**config.mk**
```make
export PLATFORM = sky130hd
export DESIGN_NAME = wb_unit_flat
export DESIGN_NICKNAME = d
export VERILOG_FILES = /design/src/rtl/wb_unit_if.sv /design/src/rtl/wb_unit.sv /design/src/flat_wrapper.sv
export SDC_FILE = /design/constraint.sdc
export NUM_CORES = 1
export LEC_CHECK = 0
export ABC_AREA = 1
export CAP_MARGIN = 20
export CORE_MARGIN = 2
export CORE_UTILIZATION = 43
export CTS_CLUSTER_SIZE = 10
export DETAILED_ROUTE_END_ITERATION = 10
export PLACE_DENSITY_LB_ADDON = 0.25
export RECOVER_POWER = 100
export SLEW_MARGIN = 25
export SYNTH_ARGS = -nofsm -noshare
export SYNTH_HDL_FRONTEND = slang
export SYNTH_SLANG_ARGS = --single-unit
```
**constraint.sdc**
```tcl
create_clock -name clk -period 2.84 [get_ports clk]
set_clock_uncertainty 0.1 [all_clocks]
set_input_delay 0.568 -clock clk [delete_from_list [all_inputs] [get_ports clk]]
set_output_delay 0.568 -clock clk [all_outputs]
set_load 0.02 [all_outputs]
```
**src/rtl/wb_unit_if.sv**
```systemverilog
// Writeback bus: ALU result stream, load-data stream, and the register-file
// write/bypass outputs of wb_unit.
interface wb_unit_if #(
  parameter int unsigned XLEN  = 32,
  parameter int unsigned DEPTH = 2
);
  logic                     alu_valid;
  logic                     alu_ready;
  logic [4:0]               alu_rd;
  logic [XLEN-1:0]          alu_res;
  logic                     ld_valid;
  logic                     ld_ready;
  logic [4:0]               ld_rd;
  logic [XLEN-1:0]          ld_data;
  logic [2:0]               ld_funct3;
  logic [1:0]               ld_off;
  logic [$clog2(DEPTH):0]   ld_count;
  logic                     rf_we;
  logic [4:0]               rf_rd;
  logic [XLEN-1:0]          rf_wdata;
  logic [4:0]               bypass_rd;
  logic [XLEN-1:0]          bypass_res;

  modport master (
    output alu_valid, alu_rd, alu_res, ld_valid, ld_rd, ld_data, ld_funct3, ld_off,
    input  alu_ready, ld_ready, ld_count, rf_we, rf_rd, rf_wdata, bypass_rd, bypass_res
  );

  modport slave (
    input  alu_valid, alu_rd, alu_res, ld_valid, ld_rd, ld_data, ld_funct3, ld_off,
    output alu_ready, ld_ready, ld_count, rf_we, rf_rd, rf_wdata, bypass_rd, bypass_res
  );
endinterface

```
**src/rtl/wb_unit.sv**
```systemverilog
// Writeback stage: merges the ALU stream with a formatted load FIFO into one
// registered register-file write per cycle, mirrored onto the bypass pair.
module wb_unit #(
  parameter int unsigned XLEN       = 32,
  parameter int unsigned DEPTH      = 2,
  parameter int unsigned STARVE_MAX = 4
) (
  input logic    clk,
  input logic    rst_n,
  wb_unit_if.slave bus
);
  localparam int unsigned AW = $clog2(DEPTH);
  localparam int unsigned SW = $clog2(STARVE_MAX + 1);

  logic [XLEN-1:0] r_mem    [DEPTH];
  logic [4:0]      r_rd_mem [DEPTH];
  logic [AW-1:0]   r_wptr, r_rptr;
  logic [AW:0]     r_count;
  logic [SW-1:0]   r_starve;
  logic            r_we;
  logic [4:0]      r_rd;
  logic [XLEN-1:0] r_wdata;

  logic [XLEN-1:0] w_bshift, w_hshift, w_fmt;
  logic [7:0]      w_byte;
  logic [15:0]     w_half;
  logic            w_nempty, w_full, w_starved;
  logic            w_sel_alu, w_deq, w_enq, w_we;
  logic [4:0]      w_sel_rd;
  logic [XLEN-1:0] w_sel_data;
  logic [SW-1:0]   w_starve_d;

  // Load formatting is done at enqueue so the FIFO holds final register values.
  always_comb begin
    w_bshift = bus.ld_data >> {bus.ld_off, 3'b000};
    w_hshift = bus.ld_data >> {bus.ld_off[1], 4'b0000};
    w_byte   = w_bshift[7:0];
    w_half   = w_hshift[15:0];
    case (bus.ld_funct3)
      3'b000:  w_fmt = {{(XLEN-8){w_byte[7]}}, w_byte};
      3'b001:  w_fmt = {{(XLEN-16){w_half[15]}}, w_half};
      3'b100:  w_fmt = {{(XLEN-8){1'b0}}, w_byte};
      3'b101:  w_fmt = {{(XLEN-16){1'b0}}, w_half};
      default: w_fmt = bus.ld_data;
    endcase
  end

  always_comb begin
    w_nempty   = (r_count != '0);
    w_full     = (r_count == (AW+1)'(DEPTH));
    w_starved  = w_nempty && (r_starve == SW'(STARVE_MAX));
    w_sel_alu  = bus.alu_valid && !w_starved;
    w_deq      = !w_sel_alu && w_nempty;
    w_enq      = bus.ld_valid && !w_full;
    w_sel_rd   = '0;
    w_sel_data = '0;
    if (w_sel_alu) begin
      w_sel_rd   = bus.alu_rd;
      w_sel_data = bus.alu_res;
    end else if (w_deq) begin
      w_sel_rd   = r_rd_mem[r_rptr];
      w_sel_data = r_mem[r_rptr];
    end
    // rd==0 is consumed silently so x0 bypass reads stay zero.
    w_we = (w_sel_alu || w_deq) && (w_sel_rd != 5'd0);
    if (!w_nempty || w_deq) begin
      w_starve_d = '0;
    end else if (r_starve == SW'(STARVE_MAX)) begin
      w_starve_d = r_starve;
    end else begin
      w_starve_d = r_starve + SW'(1);
    end
  end

  always_ff @(posedge clk) begin
    if (w_enq) begin
      r_mem[r_wptr]    <= w_fmt;
      r_rd_mem[r_wptr] <= bus.ld_rd;
    end
  end

  always_ff @(posedge clk or negedge rst_n) begin
    if (!rst_n) begin
      r_wptr   <= '0;
      r_rptr   <= '0;
      r_count  <= '0;
      r_starve <= '0;
      r_we     <= 1'b0;
      r_rd     <= '0;
      r_wdata  <= '0;
    end else begin
      if (w_enq) r_wptr <= r_wptr + AW'(1);
      if (w_deq) r_rptr <= r_rptr + AW'(1);
      case ({w_enq, w_deq})
        2'b10:   r_count <= r_count + (AW+1)'(1);
        2'b01:   r_count <= r_count - (AW+1)'(1);
        default: r_count <= r_count;
      endcase
      r_starve <= w_starve_d;
      r_we     <= w_we;
      r_rd     <= w_we ? w_sel_rd : 5'd0;
      r_wdata  <= w_we ? w_sel_data : '0;
    end
  end

  assign bus.alu_ready  = !w_starved;
  assign bus.ld_ready   = !w_full;
  assign bus.ld_count   = r_count;
  assign bus.rf_we      = r_we;
  assign bus.rf_rd      = r_rd;
  assign bus.rf_wdata   = r_wdata;
  assign bus.bypass_rd  = r_rd;
  assign bus.bypass_res = r_wdata;
endmodule
```
**src/flat_wrapper.sv**
```systemverilog
// flat-port wrapper written by rule: the top's interface ports become plain ports
module wb_unit_flat 
#(
  parameter int unsigned XLEN       = 32,
  parameter int unsigned DEPTH      = 2,
  parameter int unsigned STARVE_MAX = 4
)
  (clk, rst_n, bus_alu_valid, bus_alu_rd, bus_alu_res, bus_ld_valid, bus_ld_rd, bus_ld_data, bus_ld_funct3, bus_ld_off, bus_alu_ready, bus_ld_ready, bus_ld_count, bus_rf_we, bus_rf_rd, bus_rf_wdata, bus_bypass_rd, bus_bypass_res);
  wb_unit_if #(.XLEN(XLEN), .DEPTH(DEPTH)) bus_i ();
  input logic clk;
  input logic rst_n;
  input wire logic [$bits(bus_i.alu_valid)-1:0] bus_alu_valid;
  input wire logic [$bits(bus_i.alu_rd)-1:0] bus_alu_rd;
  input wire logic [$bits(bus_i.alu_res)-1:0] bus_alu_res;
  input wire logic [$bits(bus_i.ld_valid)-1:0] bus_ld_valid;
  input wire logic [$bits(bus_i.ld_rd)-1:0] bus_ld_rd;
  input wire logic [$bits(bus_i.ld_data)-1:0] bus_ld_data;
  input wire logic [$bits(bus_i.ld_funct3)-1:0] bus_ld_funct3;
  input wire logic [$bits(bus_i.ld_off)-1:0] bus_ld_off;
  output wire logic [$bits(bus_i.alu_ready)-1:0] bus_alu_ready;
  output wire logic [$bits(bus_i.ld_ready)-1:0] bus_ld_ready;
  output wire logic [$bits(bus_i.ld_count)-1:0] bus_ld_count;
  output wire logic [$bits(bus_i.rf_we)-1:0] bus_rf_we;
  output wire logic [$bits(bus_i.rf_rd)-1:0] bus_rf_rd;
  output wire logic [$bits(bus_i.rf_wdata)-1:0] bus_rf_wdata;
  output wire logic [$bits(bus_i.bypass_rd)-1:0] bus_bypass_rd;
  output wire logic [$bits(bus_i.bypass_res)-1:0] bus_bypass_res;
  assign bus_i.alu_valid = bus_alu_valid;
  assign bus_i.alu_rd = bus_alu_rd;
  assign bus_i.alu_res = bus_alu_res;
  assign bus_i.ld_valid = bus_ld_valid;
  assign bus_i.ld_rd = bus_ld_rd;
  assign bus_i.ld_data = bus_ld_data;
  assign bus_i.ld_funct3 = bus_ld_funct3;
  assign bus_i.ld_off = bus_ld_off;
  assign bus_alu_ready = bus_i.alu_ready;
  assign bus_ld_ready = bus_i.ld_ready;
  assign bus_ld_count = bus_i.ld_count;
  assign bus_rf_we = bus_i.rf_we;
  assign bus_rf_rd = bus_i.rf_rd;
  assign bus_rf_wdata = bus_i.rf_wdata;
  assign bus_bypass_rd = bus_i.bypass_rd;
  assign bus_bypass_res = bus_i.bypass_res;
  wb_unit #(.XLEN(XLEN), .DEPTH(DEPTH), .STARVE_MAX(STARVE_MAX)) u_core (.clk(clk), .rst_n(rst_n), .bus(bus_i));
endmodule
```
==> results of run 1 <==
worst paths after layout:
path,end,slack (ps),cells after the start
worst min-delay path,u_core.r_starve[0],350,1
min in group asynchronous,u_core.bus.bypass_res[23],420,1
worst min register to register,u_core.r_starve[0],350,1
max in group asynchronous,u_core.bus.bypass_res[3],890,2
worst max-delay path,bus_alu_ready,240,6
worst max register to register,u_core.bus.bypass_res[19],450,8
sequential cells by signal, summed over array words and instances, names as in the netlist:
name	flops
u_core.bus.bypass_rd	5
u_core.bus.bypass_res	32
u_core.bus.ld_count	2
u_core.bus.rf_we	1
u_core.r_mem	64
u_core.r_rd_mem	10
u_core.r_rptr	1
u_core.r_starve	3
u_core.r_wptr	1
cell families after synthesis:
logic type,after synthesis,synth area share [%]
xor+xnor,4,0.620
fa+ha+maj,3,0.664
simple gates,236,17.0
compound gates,88,10.4
buf+inv,130,12.1
flops,119,59.2
metrics by stage:
stage                     setup WS (ps)  area [um^2]  power [mW]  instances  util (%)
final                               238         7780        7.71        895      61.1
after global routing               96.8         7780        8.11        895      61.1
after CTS                           231         7860        8.01        895      61.7
after detailed placement            193         7180        5.57        863      56.4
after global placement              239         7180        5.50        863      56.4
after floorplan                     345         5660        4.51        580         -
placed cells by master (no fill, tap or decap), types with 3 or more instances in the layout:
cell type and n:
dfrtp_1 45, nor2_4 3, o211ai_1 14, o21ai_0 24
a21oi_1 10, nor2_1 90, buf_4 5, nand3_1 12
clkdlybuf4s50_1 75, nand2_2 7, o31ai_1 32, inv_1 62
clkbuf_16 17, dlygate4sd3_1 85, edfxtp_1 74, nor2_2 3
bufinv_16 6, inv_6 3, inv_2 3, a22oi_1 5
clkbuf_2 4, nand2_1 118, ha_1 3, clkbuf_1 5
per-layer routing:
metal  GRT usage, %  vias up  wire length [um]
met5              0        -                 0
met3           5.50       11               947
met4           6.40        0               126
met1           27.0     2075              6200
met2           33.8      167              6670
li1               -     2128                 -
power by group through the flow:
stage / sequential [mW] / combinational [mW] / clock, mW
finish: 2.65 / 2.64 / 2.42
global route: 2.71 / 2.86 / 2.54
CTS: 2.66 / 2.89 / 2.46
detailed placement: 2.69 / 2.88 / 0
global placement: 2.67 / 2.83 / 0
floorplan: 2.90 / 1.61 / 0
cells in the mapped netlist:
master    number
nand2_1      116
nor2_1        92
edfxtp_1      74
inv_1         59
dfrtp_1       45
buf_4         38
o31ai_1       32
o21ai_0       23
o211ai_1      14
nand3_1       12
buf_2         11
a21oi_1        9
nand2_2        8
clkbuf_1       7
inv_2          7
a22oi_1        5
buf_6          5
ha_1           3
nor2_2         3
o21bai_1       2
xnor2_1        2
xor2_1         2
a21oi_4        1
buf_1          1
clkbuf_2       1
clkinv_1       1
nand2_4        1
nand3_4        1
nor2_4         1
nor3_1         1
o21ai_1        1
o21ai_2        1
or2_1          1
cell type report:
class | instances | area (um^2)
Clock buffer | 17 | 425
Multi-Input combinational cell | 331 | 1610
Sequential cell | 119 | 3350
Tap cell | 172 | 215
Clock inverter | 15 | 249
Inverter | 67 | 251
Timing Repair Buffer | 174 | 1680
Fill cell | 1080 | 4940
worst max-delay path, delay by kind of cell, from the launching register on:
kind,cells,cell delay [ps]
AND/OR/NAND/NOR,2,250
buffers and inverters,3,720
adder cells (fa/ha/maj),1,190
flip-flops,1,360
==> results.sh, run 1 <==
export IMPL_status="finished, violations left"
export IMPL_violations="max-capacitance violations, max-slew violations"
export IMPL_die_w_um=119
export IMPL_synth_avg_cell_area_um2=9.75
export IMPL_swShare_pct=34.0
export IMPL_startpoint="u_core.r_starve[0]"
export IMPL_grt_max_degree=39
export IMPL_drt_iter0_drc=324
export IMPL_vdd_ir_drop_worst_uv=372
export IMPL_hold_buffers=0
export IMPL_ant_nets=0
export IMPL_track_usage_pct=20.7
export IMPL_cp_data_required_time_ps=2170
export IMPL_ys_top_cells_by_area="edfxtp_1 39%, dfrtp_1 20%, nand2_1 7.7%, nor2_1 6.1%, buf_4 5.0%"
export IMPL_die_area_mm2=0.0141
export IMPL_path_class="reg -> out"
export IMPL_clock_path_buffers=2
export IMPL_drc=0
export IMPL_worst_path_max_delay_cell="clkdlybuf4s50_1"
export IMPL_synth_cells=580
export IMPL_via_per_inst=4.89
export IMPL_cts_buffers=17
export IMPL_area_delta_synth_final_pct=37.6
export IMPL_htreeDepth=4
export IMPL_critPathLaunchType="flip-flop"
export IMPL_gp_congestion=0.885
export IMPL_cap_viol_max_count=1
export IMPL_cts_tree="yes"
export IMPL_num_antenna_cells=0
export IMPL_hold_viol=0
export IMPL_antenna_found_initial=0
export IMPL_slew_limit_headroom_pct=-2.75
export IMPL_combPwrFrac_pct=34.2
export IMPL_setup_viol=0
export IMPL_min_period_over_period_pct=91.6
export IMPL_final_nets=796
export IMPL_post_cts_buffers=0
export IMPL_io_pins=162
export IMPL_place_hpwl_mm=9.91
export IMPL_clock_power_share_pct=31.4
export IMPL_path_clk_slew_ps=50
export IMPL_reg2reg_from="u_core.r_starve[0]"
export IMPL_tightestPinTransition_ps=1540
export IMPL_worstPathArrival_ps=1930
export IMPL_p_switching_mw=2.62
export IMPL_vias=4381
export IMPL_cts_resized_gates=0
export IMPL_p_leak_nw=3.45
export IMPL_hp_start="u_core.r_starve[0]"
export IMPL_p_int_mw=5.08
export IMPL_drive_above_1_share_pct=8.02
export IMPL_fin_hold_ws_ps=354
export IMPL_wl_mm=13.9
export IMPL_cts_sinks=119
export IMPL_grt_pass1_vias=4365
export IMPL_synth_top_area_share_pct=39.3
export IMPL_syn_cell_area_mm2=0.00565
export IMPL_cts_root_buf="clkbuf_16"
export IMPL_clock_fmax_ghz=0.384
export IMPL_insertion_delay_ps=410
export IMPL_gr_total_overflow=0
export IMPL_p_per_area_mw_per_mm2=991
export IMPL_synth_seq_cells=119
export IMPL_end_kind="primary output"
export IMPL_grt_first_pass_wirelength_mm=22.6
export IMPL_crit_path_max_fanout=6
export IMPL_power_frac_seq_pct=34.3
export IMPL_start_util_pct=44.4
export IMPL_cp_cell_sequence="inv_1 -> ha_1 -> nand2_1 -> inv_1 -> nand2_1 -> clkdlybuf4s50_1"
export IMPL_max_stage_delay_ps=630
export IMPL_syn_nets=666
export IMPL_dr_pass1_iters=5
export IMPL_num_rows=41
export IMPL_tns_ps=0
export IMPL_synth_distinct_cells=33
export IMPL_coreArea_mm2=0.0127
export IMPL_numPortBuffers=161
export IMPL_seq_area_frac_synth_pct=59.2
export IMPL_hold_path_class="reg -> reg"
export IMPL_post_route_min_period_ps=2600
export IMPL_yosys_warnings=0
export IMPL_yosys_area_top_type="edfxtp_1"
export IMPL_drv_slew=29
export IMPL_die_y_um=119
export IMPL_wl_per_cell_um=15.6
export IMPL_rsz0062_at_grt="no"
(Power assumes the default switching activity.)
==> run 2: changes to the inputs <==
--- a/config.mk
+++ b/config.mk
@@ -7,9 +7,9 @@
 export LEC_CHECK = 0
 export ABC_AREA = 1
 export CAP_MARGIN = 20
-export CORE_MARGIN = 2
+export CORE_MARGIN = 5
 export CORE_UTILIZATION = 43
-export CTS_CLUSTER_SIZE = 10
+export CTS_CLUSTER_SIZE = 12
 export DETAILED_ROUTE_END_ITERATION = 10
 export PLACE_DENSITY_LB_ADDON = 0.25
 export RECOVER_POWER = 100
==> run 2 against run 1 <==
Effect of this change:
- the flow now finishes without violations
- utilization decreased by 1.5 points
- flip-flop and latch count unchanged
- hold slack improved by 7.4 ps
- total power decreased by 7.4%
- die area increased by 10%
- wire length increased by 0.99%
- setup slack got worse by 30 ps
- register-to-register slack about the same
- final cell count decreased by 0.11%
- via count decreased by 1.2%
- cell area decreased by 2.0%
- global-route usage decreased by 2.0 points
- largest power group is now combinational cells
==> results.sh, run 2 (synthesis gave the netlist of run 1 again) <==
export IMPL_final_nets=795
export IMPL_path_class="reg -> out"
export IMPL_largest_register_ffs=64
export IMPL_cts_sinks=119
export IMPL_worst_path_max_delay_cell="clkdlybuf4s50_1"
export IMPL_die_area_mm2=0.0155
export IMPL_max_stage_delay_ps=650
export IMPL_hp_start="u_core.r_starve[0]"
export IMPL_drive_above_1_share_pct=7.20
export IMPL_worstPathArrival_ps=1960
export IMPL_wl_per_cell_um=15.7
export IMPL_clock_fmax_ghz=0.380
export IMPL_design_area_mm2=0.00762
export IMPL_start_util_pct=44.3
export IMPL_drc=0
export IMPL_setup_viol=0
export IMPL_reg2reg_depth=8
export IMPL_die_y_um=125
export IMPL_insertion_delay_ps=410
export IMPL_worst_slack_ps=208
export IMPL_hold_viol=0
export IMPL_num_antenna_cells=0
export IMPL_drt_iter0_drc=295
export IMPL_tns_ps=0
export IMPL_die_w_um=125
export IMPL_via_per_inst=4.84
export IMPL_numPortBuffers=161
export IMPL_gr_total_overflow=0
export IMPL_hold_path_class="reg -> reg"
export IMPL_io_pins=162
export IMPL_grt_max_degree=39
export IMPL_place_hpwl_mm=10.2
export IMPL_tightestPinTransition_ps=1450
export IMPL_mostFrequentLayoutCell="nand2_1"
export IMPL_cap_viol_max_count=0
export IMPL_crit_path_max_fanout=6
export IMPL_final_cell_mix="118 x nand2_1, 90 x nor2_1, 86 x dlygate4sd3_1"
export IMPL_critical_path_top_delay_family="buffers and inverters"
export IMPL_crit_buf_inv=3
export IMPL_pre_cts_slack_ps=215
export IMPL_vdd_ir_drop_worst_uv=376
export IMPL_grt_first_pass_wirelength_mm=23.1
export IMPL_drv_slew=0
export IMPL_rsz0062_at_grt="no"
export IMPL_critPathLaunchType="flip-flop"
export IMPL_clock_path_buffers=2
export IMPL_post_route_min_period_ps=2630
export IMPL_placed_cell_area_mm2=0.00716
export IMPL_reg2reg_setup_slack_ps=450
export IMPL_cts_buffers=17
export IMPL_p_per_area_mw_per_mm2=936
export IMPL_coreArea_mm2=0.0128
export IMPL_num_rows=41
export IMPL_p_leak_nw=3.38
export IMPL_post_cts_buffers=0
export IMPL_gp_congestion=0.885
export IMPL_hold_buffers=0
export IMPL_r2r_end="u_core.bus.bypass_res[0]"
export IMPL_dr_pass1_iters=5
export IMPL_status="finished clean"
export IMPL_cp_cell_sequence="inv_1 -> ha_1 -> nand2_1 -> inv_1 -> nand2_1 -> clkdlybuf4s50_1"
export IMPL_cts_tree="yes"
export IMPL_min_period_over_period_pct=92.7
export IMPL_end_kind="primary output"
export IMPL_area_delta_synth_final_pct=34.8
export IMPL_wl_mm=14.1
export IMPL_top_register="u_core.r_mem"
export IMPL_htreeDepth=4
export IMPL_cts_root_buf="clkbuf_16"
export IMPL_whs_path_depth=1
export IMPL_cts_resized_gates=0
export IMPL_slew_limit_headroom_pct=3.03
export IMPL_reg2reg_from="u_core.r_starve[0]"
export IMPL_ant_nets=0
export IMPL_hold_end="u_core.r_starve[0]"
export IMPL_grt_pass1_vias=4540
export IMPL_cp_depth=6
export IMPL_antenna_found_initial=0
export IMPL_path_clk_slew_ps=50
export IMPL_power_mw=7.14
export IMPL_track_usage_pct=18.7
export IMPL_vias=4329
export IMPL_post_route_util_pct=59.7
export IMPL_cp_data_required_time_ps=2170
## run 2: changes by cell type in the layout (fill, tap and decap cells not counted), moves of 2 or more
cell / before / now
bufinv_16: 6 / 0
clkinv_1: 2 / 6
inv_6: 3 / 0
clkbuf_8: 0 / 2
clkinv_4: 2 / 0
clkinv_2: 2 / 4
## run 2: area by class of cell
cell class              instances  area, um^2
well taps                     172         215
inverters                      67         251
fillers                      1090        5150
clock inverters                11        57.6
clock buffers                  21         460
multi-input cells             331        1620
repair buffers                173        1670
flip-flops and latches        119        3350
## run 2: worst max-delay path by stage
stage / endpoint / slack, ps / startpoint
after CTS: bus_alu_ready / 200 / u_core.r_starve[0]
after detailed placement: u_core.r_mem[1][30] / 210 / bus_ld_funct3[1]
final: bus_alu_ready / 210 / u_core.r_starve[0]
after global placement: u_core.r_mem[1][0] / 230 / bus_ld_off[1]
after global routing: bus_alu_ready / 70 / u_core.r_starve[0]
after floorplan: u_core.r_mem[1][0] / 350 / u_core.bus.ld_count[0]
## run 2: through the flow
step           hold slack (ps)  instances
2_1_floorplan              172        580
3_3_place_gp               341        862
3_5_place_dp               361        862
4_1_cts                   64.2        894
5_1_grt                    394        894
6_report                   361        894
## run 2: worst register-to-register path: cells and delay by family, from the launching register on
family / cells / cell delay [ps]
AO/OA/AOI/OAI: 2 / 950
adder cells (fa/ha/maj): 1 / 130
buffers and inverters: 3 / 590
flip-flops: 1 / 390
AND/OR/NAND/NOR: 2 / 160
## run 2: per-layer routing
| layer | GRT usage (%) | up-vias | routed length [um] | part of all wire, % |
|---|---|---|---|---|
| met4 | 7.16 | 0 | 260 | 1.8 |
| met1 | 24.2 | 2021 | 6200 | 44 |
| li1 | - | 2129 | - | - |
| met5 | 0 | - | 0 | 0 |
| met2 | 29.2 | 162 | 6620 | 47 |
| met3 | 6.30 | 17 | 996 | 7.1 |
## run 2: power breakdown
group	total, mW	switching (mW)	internal [mW]	leakage (nW)
logic	2.65	1.62	1.02	1.88
clock network	1.86	0.718	1.14	0.249
registers	2.63	0.221	2.41	1.25
